===== src/rtl/dst_scoreboard_pkg.sv =====
// Shared sizing for the destination scoreboard and any pipeline control or
// hazard logic that needs to agree with it on register-index width and
// in-flight write depth.
//   NREG    : number of architectural registers (register 0 is hardwired zero)
//   REGW    : register-index width
//   CNTW    : per-register in-flight write counter width
//   CNT_MAX : saturation value of a counter; further writes must stall
//   reg_idx_t : register-index type
package dst_scoreboard_pkg;

    localparam int NREG    = 32;
    localparam int REGW    = 5;
    localparam int CNTW    = 2;
    localparam int CNT_MAX = (1 << CNTW) - 1;

    typedef logic [REGW-1:0] reg_idx_t;

endpackage


===== src/rtl/dst_cnt.sv =====
// Per-register in-flight write counter.
//   clk     : block clock, rising edge
//   rst_n   : synchronous active-low reset, clears the count
//   inc     : one more write to this register was accepted at issue
//   dec     : one write to this register retired at writeback
//   count   : current number of issued-but-not-written-back writes
//   nonzero : count != 0
// The caller gates inc at saturation and dec at zero, so this block never
// has to guard against wrapping itself. Simultaneous inc and dec cancel.
module dst_cnt #(
    parameter int CNTW = 2
) (
    input  logic            clk,
    input  logic            rst_n,
    input  logic            inc,
    input  logic            dec,
    output logic [CNTW-1:0] count,
    output logic            nonzero
);

    logic [CNTW-1:0] cnt_q;
    logic [CNTW-1:0] cnt_d;

    always_comb begin
        cnt_d = cnt_q;
        if (inc && !dec) begin
            cnt_d = cnt_q + CNTW'(1);
        end else if (dec && !inc) begin
            cnt_d = cnt_q - CNTW'(1);
        end
    end

    always_ff @(posedge clk) begin
        if (!rst_n) begin
            cnt_q <= '0;
        end else begin
            cnt_q <= cnt_d;
        end
    end

    assign count   = cnt_q;
    assign nonzero = (cnt_q != '0);

endmodule


===== src/rtl/dst_scoreboard.sv =====
// Destination-register scoreboard for an in-order issue stage.
// Tracks, per architectural register, how many writes have issued but not yet
// written back, and stalls issue on a read-after-write hazard or when the
// destination's counter is saturated.
//   clk           : block clock, rising edge
//   rst_n         : synchronous active-low reset
//   iss_valid     : instruction presented at issue
//   iss_rs/iss_rt : source register indices
//   iss_use_rs/rt : the corresponding source is actually read
//   iss_wr        : issuing instruction writes a destination
//   iss_dst       : destination index
//   wb_valid      : writeback to the register file this cycle
//   wb_dst        : writeback destination index
//   stall         : combinational; issue must hold its instruction
//   pending_any   : combinational; some register has an outstanding write
//   err_underflow : registered, sticky; writeback seen with no outstanding write
module dst_scoreboard
    import dst_scoreboard_pkg::*;
#(
    parameter int NREG = dst_scoreboard_pkg::NREG,
    parameter int REGW = dst_scoreboard_pkg::REGW,
    parameter int CNTW = dst_scoreboard_pkg::CNTW
) (
    input  logic            clk,
    input  logic            rst_n,
    input  logic            iss_valid,
    input  logic [REGW-1:0] iss_rs,
    input  logic [REGW-1:0] iss_rt,
    input  logic            iss_use_rs,
    input  logic            iss_use_rt,
    input  logic            iss_wr,
    input  logic [REGW-1:0] iss_dst,
    input  logic            wb_valid,
    input  logic [REGW-1:0] wb_dst,
    output logic            stall,
    output logic            pending_any,
    output logic            err_underflow
);

    // Register 0 has no counter, so all per-register vectors start at 1.
    logic [NREG-1:1] nz_w;
    logic [NREG-1:1] sat_w;
    logic [NREG-1:1] inc_w;
    logic [NREG-1:1] dec_w;

    logic raw_rs;
    logic raw_rt;
    logic sat_dst;
    logic wb_hit;
    logic wb_nz;
    logic accept;
    logic underflow;

    logic err_underflow_q;
    logic err_underflow_d;

    for (genvar r = 1; r < NREG; r++) begin : g_cnt
        logic [CNTW-1:0] count;

        dst_cnt #(
            .CNTW (CNTW)
        ) u_cnt (
            .clk     (clk),
            .rst_n   (rst_n),
            .inc     (inc_w[r]),
            .dec     (dec_w[r]),
            .count   (count),
            .nonzero (nz_w[r])
        );

        assign sat_w[r] = (count == {CNTW{1'b1}});
    end

    // Hazard lookup uses only registered counts: a writeback landing in the
    // same cycle does not release a stalled reader until the next cycle.
    // Index 0 never matches because the loop starts at 1.
    always_comb begin
        raw_rs  = 1'b0;
        raw_rt  = 1'b0;
        sat_dst = 1'b0;
        wb_hit  = 1'b0;
        wb_nz   = 1'b0;
        for (int r = 1; r < NREG; r++) begin
            if (iss_rs == REGW'(r)) begin
                raw_rs = iss_use_rs && nz_w[r];
            end
            if (iss_rt == REGW'(r)) begin
                raw_rt = iss_use_rt && nz_w[r];
            end
            if (iss_dst == REGW'(r)) begin
                sat_dst = iss_wr && sat_w[r];
            end
            if (wb_dst == REGW'(r)) begin
                wb_hit = 1'b1;
                wb_nz  = nz_w[r];
            end
        end
    end

    assign stall  = iss_valid && (raw_rs || raw_rt || sat_dst);
    assign accept = iss_valid && !stall;

    // Increment and decrement decode; the nonzero gate on dec keeps a stray
    // writeback from wrapping a counter, and the stall gate on inc keeps a
    // saturated counter from wrapping.
    always_comb begin
        inc_w = '0;
        dec_w = '0;
        for (int r = 1; r < NREG; r++) begin
            inc_w[r] = accept && iss_wr && (iss_dst == REGW'(r));
            dec_w[r] = wb_valid && (wb_dst == REGW'(r)) && nz_w[r];
        end
    end

    assign underflow = wb_valid && wb_hit && !wb_nz;

    always_comb begin
        err_underflow_d = err_underflow_q || underflow;
    end

    always_ff @(posedge clk) begin
        if (!rst_n) begin
            err_underflow_q <= 1'b0;
        end else begin
            err_underflow_q <= err_underflow_d;
        end
    end

    assign err_underflow = err_underflow_q;
    assign pending_any   = |nz_w;

endmodule


===== config.mk =====
export PLATFORM = sky130hd
export DESIGN_NAME = dst_scoreboard
export DESIGN_NICKNAME = d
export VERILOG_FILES = /design/src/rtl/dst_scoreboard_pkg.sv /design/src/rtl/dst_cnt.sv /design/src/rtl/dst_scoreboard.sv
export SDC_FILE = /design/constraint.sdc
export NUM_CORES = 1
export LEC_CHECK = 0
export BUFFER_PORTS_ARGS = -buffer_cell sky130_fd_sc_hd__buf_4
export CAP_MARGIN = 30
export CORE_ASPECT_RATIO = 1.75
export CORE_MARGIN = 2
export CORE_UTILIZATION = 50
export DETAILED_ROUTE_END_ITERATION = 8
export PLACE_DENSITY = 0.68
export SKIP_LAST_GASP = 1
export SLEW_MARGIN = 10
export SYNTH_ARGS = -nofsm -noshare
export SYNTH_HDL_FRONTEND = slang
export SYNTH_SLANG_ARGS = --single-unit
export TNS_END_PERCENT = 5

===== constraint.sdc =====
create_clock -name clk -period 3.4 [get_ports clk]
set_input_delay 0.17 -clock clk [delete_from_list [all_inputs] [get_ports clk]]
set_output_delay 0.17 -clock clk [all_outputs]
set_load 0.03 [all_outputs]

==> key figures <==
Die
  • IO Count: 30
  • Core Footprint: 10600 um^2
  • FP Rows: 50
  • Die Area: 11800 um^2
  • Die width: 82.8 um
  • Die H: 142 um
  • Initial Utilization: 51.1%

STA
  • Final hold violations: 0
  • Tcrit/Tclk final: 95.5%
  • Final Setup Violations: 0
  • Worst Max-Slew Pin Slew: 849 ps
  • Fmax: 308 MHz
  • Slew HR: 43.3%
  • Tmin final: 3250 ps
  • Clock skew: 7.22 ps
  • Fin. max-slew vios: 0
  • RSZ-0062 raised after global routing: false

Layout
  • Area of the multi-input gates: 3960 um^2
  • Finished Layout Cells: 913
  • Area delta synth->final: 18.8%
  • Final-layout fill cell count: 1015
  • Post-route design area: 6460 um^2
  • Register area: 1260 um^2
  • Post-layout util: 60.7%
  • Layout cell share with drive strength beyond 1: 15.5%
  • Final net count: 836
  • Diode count: 0

Yosys
  • Post-Synth Adder-Cell Area: 7.14%
  • Cell variety after synth: 63
  • Synth Area per Inst: 7.60 um^2
  • Combinational family with the most area after synthesis: simple AND/OR/NAND/NOR gates
  • Top cells by area, synth: dfxtp_1 (23%), ha_1 (7.1%), nor2_1 (5.6%)
  • Seq/Total Area, Yosys: 23.2%
  • Most common cell in the netlist: nor2_1
  • Synthesized flop and latch total: 63
  • Post-synthesis simple-gate area fraction: 35.4%
  • Async SR Flop Fraction: 0%
  • Synth Area in XOR/XNOR: 9.99%
  • Synth top area share: 23.2%
  • Compound-gate portion of the synthesized area: 18.7%
  • Post-synthesis net count: 773
  • Ys Warns: 0
  • Synth Cell Area: 5440 um^2
  • Synth area leader: dfxtp_1
  • Main synth FF type: dfxtp_1
  • Synth top cells by count: nor2_1 (81), dfxtp_1 (63), nand2_1 (59)
  • Post-synthesis mux area share: 1.66%
  • Post-synth EDFFs: 0
  • Post-Synthesis Cells: 715

Worst setup path
  • Arrival time worst endpoint: 3500 ps
  • Crit-path slowest cell: a221o_1
  • Crit path launch type: register
  • Data required, critical path: 3660 ps
  • CP Class: reg -> reg
  • Bufs and invs on worst path: 2
  • Crit path largest cell delay: 430 ps
  • Worst-path maximum fanout: 32
  • CP cell instances: buf_4 > a311o_1 > a311oi_2 > o221ai_1 > a221o_1 > nor3_4 > buf_12 > and4_1 > ha_1 > or3_1 > a21boi_0
  • Cell family with most CP delay: compound AO/OA/AOI/OAI gates
  • CP endpoint kind: register

Placement
  • Dpl cells: 897
  • Routability cong.: 0.998
  • IO Port Bufs: 29
  • DP Area: 6100 um^2
  • Half-perimeter wire length after placement: 16.5 mm

Global route
  • Initial antenna violation count: 0
  • Pin count of the biggest net entering global routing: 64
  • First-pass GRT wire length: 33.5 mm
  • Total track usage: 36.8%
  • Vias in the first global route: 6260
  • Final global-route overflow total: 0

Hold path
  • HP Class: in -> reg

Pwr
  • Leakage: 2.56 nW
  • Overall Power: 2.19 mW
  • Pwr dens: 339 nW/um^2
  • Peak supply drop: 0.336 mV

Detailed routing
  • Via density per instance: 6.60
  • Met3 Wirelength: 1.33 mm
  • WL/cell: 23.4 um
  • Via count: 6029
  • Final WL: 21.3 mm
  • Met2 WL: 10.4 mm
  • Detailed Routing Iterations Pass 1: 6
  • Antenna Violating Nets Remaining: 0
  • Top layer in use: met4
  • Number of remaining DRC errors: 0
  • Starting DRT DRC Count: 420
  • Routed metal-1 wirelength: 7.49 mm

CTS
  • Clk_lat worst skew: 340 ps
  • Clk sink count: 63
  • Setup Fix Bufs, Post-CTS: 0
  • CTS tree: built
  • Gates resized, CTS repair: 0
  • Clock Tree Buf Depth: 2
  • Root Buffer: clkbuf_16
  • # hold bufs at CTS: 0
  • Num CTS Buffers: 9
  • Clock Pin Slew Worst Setup and Hold Paths: 60 ps
  • H-tree levels: 3

Job
  • Max-cap viol count: 0

Outcome
  • Status: completed
[registers in the layout, indices dropped and copies added, names as in the netlist]
| register | flops |
|---|---|
| err_underflow | 1 |
| g_cnt.u_cnt.count | 62 |
[area by class of cell]
| cell class | count | share of cell area [%] |
|---|---|---|
| flip-flops and latches | 63 | 19.5 |
| repair buffers | 92 | 10.9 |
| clock inverters | 7 | 1.98 |
| inverters | 4 | 0.232 |
| clock buffers | 9 | 3.49 |
| well taps | 130 | 2.52 |
| multi-input cells | 608 | 61.4 |
[power by group]
part,total [mW],internal (mW),switching (mW)
combinational,0.321,0.110,0.210
sequential,0.751,0.744,0.00729
clock,1.12,0.726,0.390
[path summary, 6_finish.rpt]
| check | start | endpoint | slack [ps] | depth (start not counted) |
|---|---|---|---|---|
| min | wb_dst[3] | err_underflow | 340 | 4 |
| min reg2reg | g_cnt[18].u_cnt.count[1] | g_cnt[18].u_cnt.count[1] | 500 | 2 |
| max reg2reg | g_cnt[8].u_cnt.count[0] | g_cnt[20].u_cnt.count[1] | 150 | 11 |
| max | g_cnt[8].u_cnt.count[0] | g_cnt[20].u_cnt.count[1] | 150 | 11 |
[routing by layer]
layer | GRT usage (%) | up-vias
li1 | - | 2742
met1 | 38.2 | 2841
met2 | 64.2 | 325
met3 | 6.52 | 121
met4 | 30.0 | 0
met5 | 0 | -
[cell families (layout without fill, tap and decap cells)]
| kind of cell | after synthesis | count (layout) |
|---|---|---|
| mux | 5 | 5 |
| compound gates | 156 | 156 |
| xor+xnor | 62 | 62 |
| simple gates | 354 | 354 |
| flops | 63 | 63 |
| buf+inv | 44 | 112 |
| fa+ha+maj | 31 | 31 |
[placed cells by master (no fill, tap or decap), types with 8 or more instances in the layout]
master,Yosys,final
nand2b_1,8,8
and3_1,20,20
nand4_1,11,11
xor2_1,31,31
nor3_1,16,16
o22ai_1,13,13
a31oi_1,8,8
ha_1,31,31
nor2_1,81,81
buf_4,3,91
or3_1,33,33
nor4_1,11,11
a21oi_1,14,14
nand3_1,22,22
dfxtp_1,63,63
and4_1,22,22
o21ai_0,52,52
xnor2_1,31,31
clkbuf_16,0,9
a21boi_0,32,32
and2_1,34,34
nand2_1,59,59
[through the flow]
| stage | worst slack (ps) | setup TNS, ps | hold WS, ps |
|---|---|---|---|
| after global placement | 16.7 | 0 | 488 |
| final | 153 | 0 | 338 |
| after CTS | 168 | 0 | 318 |
| after detailed placement | -17.4 | -33.5 | 495 |
| after floorplan | 602 | 0 | 473 |
| after global routing | 3.79 | 0 | 385 |
[worst reg2reg max path: cells and delay by family (launching register included)]
| family | cells | cell delay (ps) |
|---|---|---|
| compound gates | 5 | 1490 |
| fa+ha+maj | 1 | 240 |
| buf+inv | 2 | 350 |
| flops | 1 | 310 |
| simple gates | 3 | 760 |
(Power assumes the default switching activity.)
